File: config.mk
export PLATFORM = sky130hd
export DESIGN_NAME = alu_srcb_stage
export DESIGN_NICKNAME = d
export VERILOG_FILES = /design/src/rtl/alu_srcb_stage.sv
export SDC_FILE = /design/constraint.sdc
export NUM_CORES = 1
export LEC_CHECK = 0
export ABC_AREA = 1
export CELL_PAD_IN_SITES_DETAIL_PLACEMENT = 1
export CELL_PAD_IN_SITES_GLOBAL_PLACEMENT = 2
export CORE_MARGIN = 2
export CORE_UTILIZATION = 30
export CTS_BUF_LIST = sky130_fd_sc_hd__clkbuf_4 sky130_fd_sc_hd__clkbuf_8
export DETAILED_ROUTE_END_ITERATION = 10
export PLACE_DENSITY = 0.95
export SETUP_SLACK_MARGIN = 0.02
export SYNTH_ARGS = -nofsm -noshare
export SYNTH_HDL_FRONTEND = slang
export SYNTH_SLANG_ARGS = --single-unit
File: constraint.sdc
create_clock -name clk -period 2.9 [get_ports clk]
set_clock_uncertainty 0.15 [all_clocks]
set_input_delay 0.725 -clock clk [delete_from_list [all_inputs] [get_ports clk]]
set_output_delay 0.725 -clock clk [all_outputs]
set_load 0.01 [all_outputs]
File: src/rtl/alu_srcb_stage.sv
// ALU operand-B source select followed by a 2-entry skid buffer (valid/ready).
// Optional LUI_SEL_EN macro adds src_sel 100 = {imm, zeros}.
module alu_srcb_stage #(
  parameter int DATA_W    = 32,
  parameter int IMM_W     = 16,
  parameter int CONST_INC = 4
) (
  input  logic              clk,
  input  logic              reset_n,
  input  logic              flush,
  input  logic              in_valid,
  output logic              in_ready,
  input  logic [2:0]        src_sel,
  input  logic [DATA_W-1:0] rt_data,
  input  logic [IMM_W-1:0]  imm,
  output logic              out_valid,
  input  logic              out_ready,
  output logic [DATA_W-1:0] out_data,
  output logic              sel_err
);

  typedef logic [DATA_W-1:0] data_t;

  data_t sel_data, se_imm;
  logic  bad_sel;
  logic  main_valid, skid_valid;
  data_t main_data, skid_data;
  logic  accept, pop;

  assign se_imm = {{(DATA_W-IMM_W){imm[IMM_W-1]}}, imm};

  always_comb begin
    sel_data = rt_data;
    bad_sel  = 1'b0;
    case (src_sel)
      3'b000:  sel_data = rt_data;
      3'b001:  sel_data = data_t'(CONST_INC);
      3'b010:  sel_data = se_imm;
      3'b011:  sel_data = {se_imm[DATA_W-3:0], 2'b00};
`ifdef LUI_SEL_EN
      3'b100:  sel_data = {imm, {(DATA_W-IMM_W){1'b0}}};
`endif
      default: begin
        sel_data = rt_data;
        bad_sel  = 1'b1;
      end
    endcase
  end

  // in_ready comes straight from the skid flop, so out_ready never reaches it.
  assign in_ready  = !skid_valid;
  assign out_valid = main_valid;
  assign out_data  = main_data;
  assign accept    = in_valid & in_ready;
  assign pop       = main_valid & out_ready;

  always_ff @(posedge clk or negedge reset_n) begin
    if (!reset_n) begin
      main_valid <= 1'b0;
      skid_valid <= 1'b0;
      main_data  <= '0;
      skid_data  <= '0;
      sel_err    <= 1'b0;
    end else if (flush) begin
      main_valid <= 1'b0;
      skid_valid <= 1'b0;
      sel_err    <= 1'b0;
    end else begin
      sel_err <= accept & bad_sel;
      if (pop) begin
        if (skid_valid) begin
          // skid full implies in_ready low, so no accept can collide here
          main_data  <= skid_data;
          skid_valid <= 1'b0;
        end else if (accept) begin
          main_data <= sel_data;
        end else begin
          main_valid <= 1'b0;
        end
      end else if (!main_valid) begin
        if (accept) begin
          main_data  <= sel_data;
          main_valid <= 1'b1;
        end
      end else if (accept) begin
        skid_data  <= sel_data;
        skid_valid <= 1'b1;
      end
    end
  end

endmodule

# Yosys cells after proc, flatten, opt, wreduce, memory -nomap -nowiden
# Index checks and enable logic that the tools add are counted.
[op_classes]
n_eq_ne = 6
muxes = 17
bitwise = 5
n_reduce_logical = 9
[op_table]
columns = ["op", "count"]
rows = [
  ["$mux 32", 4],
  ["$pmux 32 s3", 1],
  ["$mux 1", 12],
  ["$eq 3x2->1 const B", 2],
  ["$ne 3x3->1 const B", 2],
  ["$reduce_and 2->1", 3],
  ["$reduce_bool 3->1", 2],
  ["$reduce_and 4->1", 1],
  ["$reduce_or 4->1", 1],
  ["$and 1x1->1", 3],
  ["$eq 3x1->1 const B", 1],
  ["$logic_not 3->1", 1],
  ["$ne 2x1->1 const B", 1],
  ["$not 1->1", 2],
  ["$logic_not 1->1", 1],
]
[totals]
register_bits = 67
output_inout_bits = 35
wordCells = 42

# Logic depth before layout (Yosys ltp)
[logic_depth]
word_depth = 6
depth_mapped = 9
mapped_depth_nobuf = 8

# Least setup slack after synthesis
# No wires, ideal clock.
[synth_path]
kind = "input to register"
start = "input src_sel[1]"
end = "register main_data[29], in the netlist out_data[29]"
arrival_ns = 1.501
slack_ns = 1.133
path_stages = 8
path_buffers = 2
cell_sequence = "buf_2 nand2_1 nor2_2 buf_4 a21oi_1 nand2_1 nand2_1 nand2_1"
[synth_between]
elab_chain_len = 5
[synth_rtl]
columns = ["element", "line", "text"]
rows = [
  ["from (decl)", "13", "input logic [2:0] src_sel,"],
  ["$eq 3x2->1 / $eq 3x1->1 (equally long branches)", "35", "case (src_sel)"],
  ["$pmux 32 s3 *", "35", ""],
  ["$mux 32 *", "75, 81", ""],
  ["$mux 32 (on tied branches)", "80, 71", ""],
  ["$mux 32 *", "70", "if (pop) begin"],
  ["to (signal assigned)", "73", "main_data <= skid_data;"],
  ["to (signal assigned)", "76", "main_data <= sel_data;"],
  ["to (signal assigned)", "82", "main_data <= sel_data;"],
  ["to (decl)", "27", "data_t main_data, skid_data;"],
]
# Every way passes the cells marked *; elsewhere a longest branch is shown, timed or not. The select of a mux whose other input is x is not followed.
# A chain may end at the register's enable or synchronous reset.

# Final worst setup path
[layout_path]
start = "register skid_valid"
end = "output in_ready"
[layout_between]
elab_chain_len = 1
[layout_rtl]
columns = ["element", "line", "text"]
rows = [
  ["from (decl)", "26", "logic main_valid, skid_valid;"],
  ["from (signal assigned)", "60", "skid_valid <= 1'b0;"],
  ["from (signal assigned)", "66", "skid_valid <= 1'b0;"],
  ["from (signal assigned)", "74", "skid_valid <= 1'b0;"],
  ["$logic_not 1->1", "51", "assign in_ready = !skid_valid;"],
  ["to (decl)", "12", "output logic in_ready,"],
]
# No other way between the ends.

==> results.yml <==
clock_tree:
  clk_pin_slew_worst_paths_ns: 0.09
  post-cts-setup-buffers: 0
  clk_latency_ns: 0.38
  cts_resized: 0
  htree_num_levels: 3
  clock_tree_from_tritoncts: "yes"
  tritoncts_num_sinks: 67
  cts_max_path_buffers: 2
  root_buffer: "sky130_fd_sc_hd__clkbuf_8"
  cts_hold_repair.buffers: 0
  cts_made_buffers: 9
die:
  die-area_um2: 13400
  initial_cell_density_of_the_core_pct: 30.9
  overall_die_width_um: 116
  core-area_um2: 12100
  chipHeight_um: 116
  floorplan.rows: 40
  boundaryPins: 91
global_route:
  groute.usage.overall_pct: 20.1
  antenna_violations_before_repair: 0
  grt_first_pass_wirelength_um: 20600
  grt_overflow: 0
  number_of_global_route_vias_before_repair: 4133
  pin_count_of_the_biggest_net_entering_global_routing: 35
logic_synthesis:
  combinational_family_with_the_most_area_after_synthesis: "simple AND/OR/NAND/NOR gates"
  synth_xor_area_share_pct: 0
  post_synth_and_or_nand_nor_area_fraction_pct: 38.9
  syn-instance-count: 530
  synthesis.area_per_instance_um2: 7.06
  synthDominantCellAreaShare_pct: 44.8
  ys.warnings.count: 0
  yosys.cell_count.top_type: "sky130_fd_sc_hd__nand2_1"
  synth_async_sr_flop_share_pct: 100
  muxShareOfSynthArea_pct: 0
  synth_enable_flop_cells: 0
  synthesis.area_um2: 3740
  synth.area.top_cells: "sky130_fd_sc_hd__dfrtp_1, sky130_fd_sc_hd__nand2_1, sky130_fd_sc_hd__nor2_1, sky130_fd_sc_hd__nand4_1, sky130_fd_sc_hd__nand3_1"
  postSynth.topFlopCell: "sky130_fd_sc_hd__dfrtp_1"
  syn_nets: 586
  sequential_share_of_the_synthesized_area_pct: 44.8
  synth_compound_area_share_pct: 9.32
  ys_types: 25
  synthAdderAreaFrac_pct: 0
  synth_top_area_cell: "sky130_fd_sc_hd__dfrtp_1"
  post_synth_top_cells: "sky130_fd_sc_hd__nand2_1, sky130_fd_sc_hd__dfrtp_1, sky130_fd_sc_hd__nor2_1"
  yosys_register_bits: 67
run_status:
  outcome: "finished, final reports clean"
sta:
  min_period_over_period_pct: 84.4
  fin_crit_ns: 2.45
  worst_pin_slew_ns: 0.565
  hold_viol: 0
  final_critical_path_setup_slack_ns: 0.452
  max_slew_margin_pct: 62.3
  report.final.slew_viol_count: 0
  setup_viol: 0
  setup-tns-final_ns: 0
  fmax_ghz: 0.409
  unrepaired_setup_endpoints_after_global_routing: "no"
detailed_routing:
  route.final.wire_length_um: 12800
  route.detailed.drc: 0
  detail_route.vias_per_cell: 4.90
  dr.pass1.iters: 4
  route.detailed.wl_per_inst_um: 16.3
  route.antenna.remaining_nets: 0
  via_count: 3838
  detail_route.iter0.violations: 173
power_and_ir_drop:
  power-per-cell-area_nw_per_um2: 559
  irDropWorstVdd_uv: 173
  leakagePower_nw: 2.31
finish:
  final_layout_size_suffix_gt1_share_pct: 7.48
  final_design_area_no_fill_um2: 4990
  net_total_in_the_final_layout: 667
  inserted_diodes: 0
  final_util_pct: 41.2
  area_delta_synth_final_pct: 33.4
worst_setup_path:
  worstPathArrival_ns: 1.57
  worst-endpoint-required_ns: 2.03
  critPathCaptureType: "primary output"
  crit_path_max_fanout: 5
  setup.worst_path.class: "reg2out"
  worstSetupStartpointType: "flip-flop"
place:
  gp_routability_congestion: 0.808
  port-buffer-count: 90
  cell_area_placed_um2: 4830
  dp_hpwl_um: 8870
  pre_cts_slack_ns: 0.294
job:
  drv.max_cap_violation_count: 0
hold_path:
  min-delay-path-class: "in2async"
stage by stage:
step                      instances  hold WS (ns)  total power [mW]
after CTS                       783        0.0708              2.82
after detailed placement        768         0.313              2.09
after global routing            783        0.0796              2.96
after global placement          768         0.308              2.05
final                           783        0.0765              2.79
after floorplan                 530         0.279              1.67
cells by family (layout without fill, tap and decap cells):
group                  after synthesis  count (layout)
AOI/OAI and AO/OA                   67              67
DFF                                 67              67
and+or+nand+nor                    337             337
buffers and inverters               59             144
per-layer routing:
layer / share of wire [%] / global-route usage, % / vias to the layer above
met4: 2.0 / 8.33 / 0
li1: - / - / 1878
met1: 43 / 24.1 / 1869
met2: 51 / 34.9 / 71
met5: 0 / 0 / -
met3: 4.0 / 4.24 / 20
worst max-delay path: stages (launching register included):
cell                              delay (ns)
sky130_fd_sc_hd__dfrtp_1                0.46
sky130_fd_sc_hd__inv_2                  0.18
sky130_fd_sc_hd__clkdlybuf4s50_1        0.56
sequential cells by signal (all words and copies together) (netlist names):
signal / count
skid_data: 32
sel_err: 1
skid_valid: 1
out_valid: 1
out_data: 32
area by class of cell:
class	instances	area (um^2)
fill	1539	7120
sequential	67	1680
inverter	26	97.6
multi-input combinational	404	1810
timing repair buffer	103	1030
tap	168	210
clock inverter	6	43.8
clock buffer	9	124
worst paths after layout:
check | startpoint | endpoint | slack, ns | cells past startpoint
hold / removal | reset_n | skid_data[22] | 0.08 | 1
max in group asynchronous | reset_n | out_data[11] | 1.88 | 2
hold reg to reg | skid_data[0] | skid_data[0] | 0.34 | 2
min in group clk | skid_data[0] | skid_data[0] | 0.34 | 2
setup reg to reg | skid_valid | skid_data[7] | 1.00 | 7
setup / recovery | skid_valid | in_ready | 0.45 | 2
power by group:
group,switching [mW],internal (mW)
logic,0.420,0.382
registers,0.128,1.14
clock network,0.414,0.304
layout by cell type, fill, tap and decap left out, drive strengths merged:
master         instances
nor3                  18
clkdlybuf4s50         89
buf                   14
nand3                 31
nand4                 28
a311oi                 1
clkbuf                 9
inv                   26
o21ai                 48
clkinv                 2
dfrtp                 67
a21oi                 17
o31ai                  1
nor2                  54
nand2                206
clkinvlp               4
Note: power is estimated with default switching activity, not from simulation.
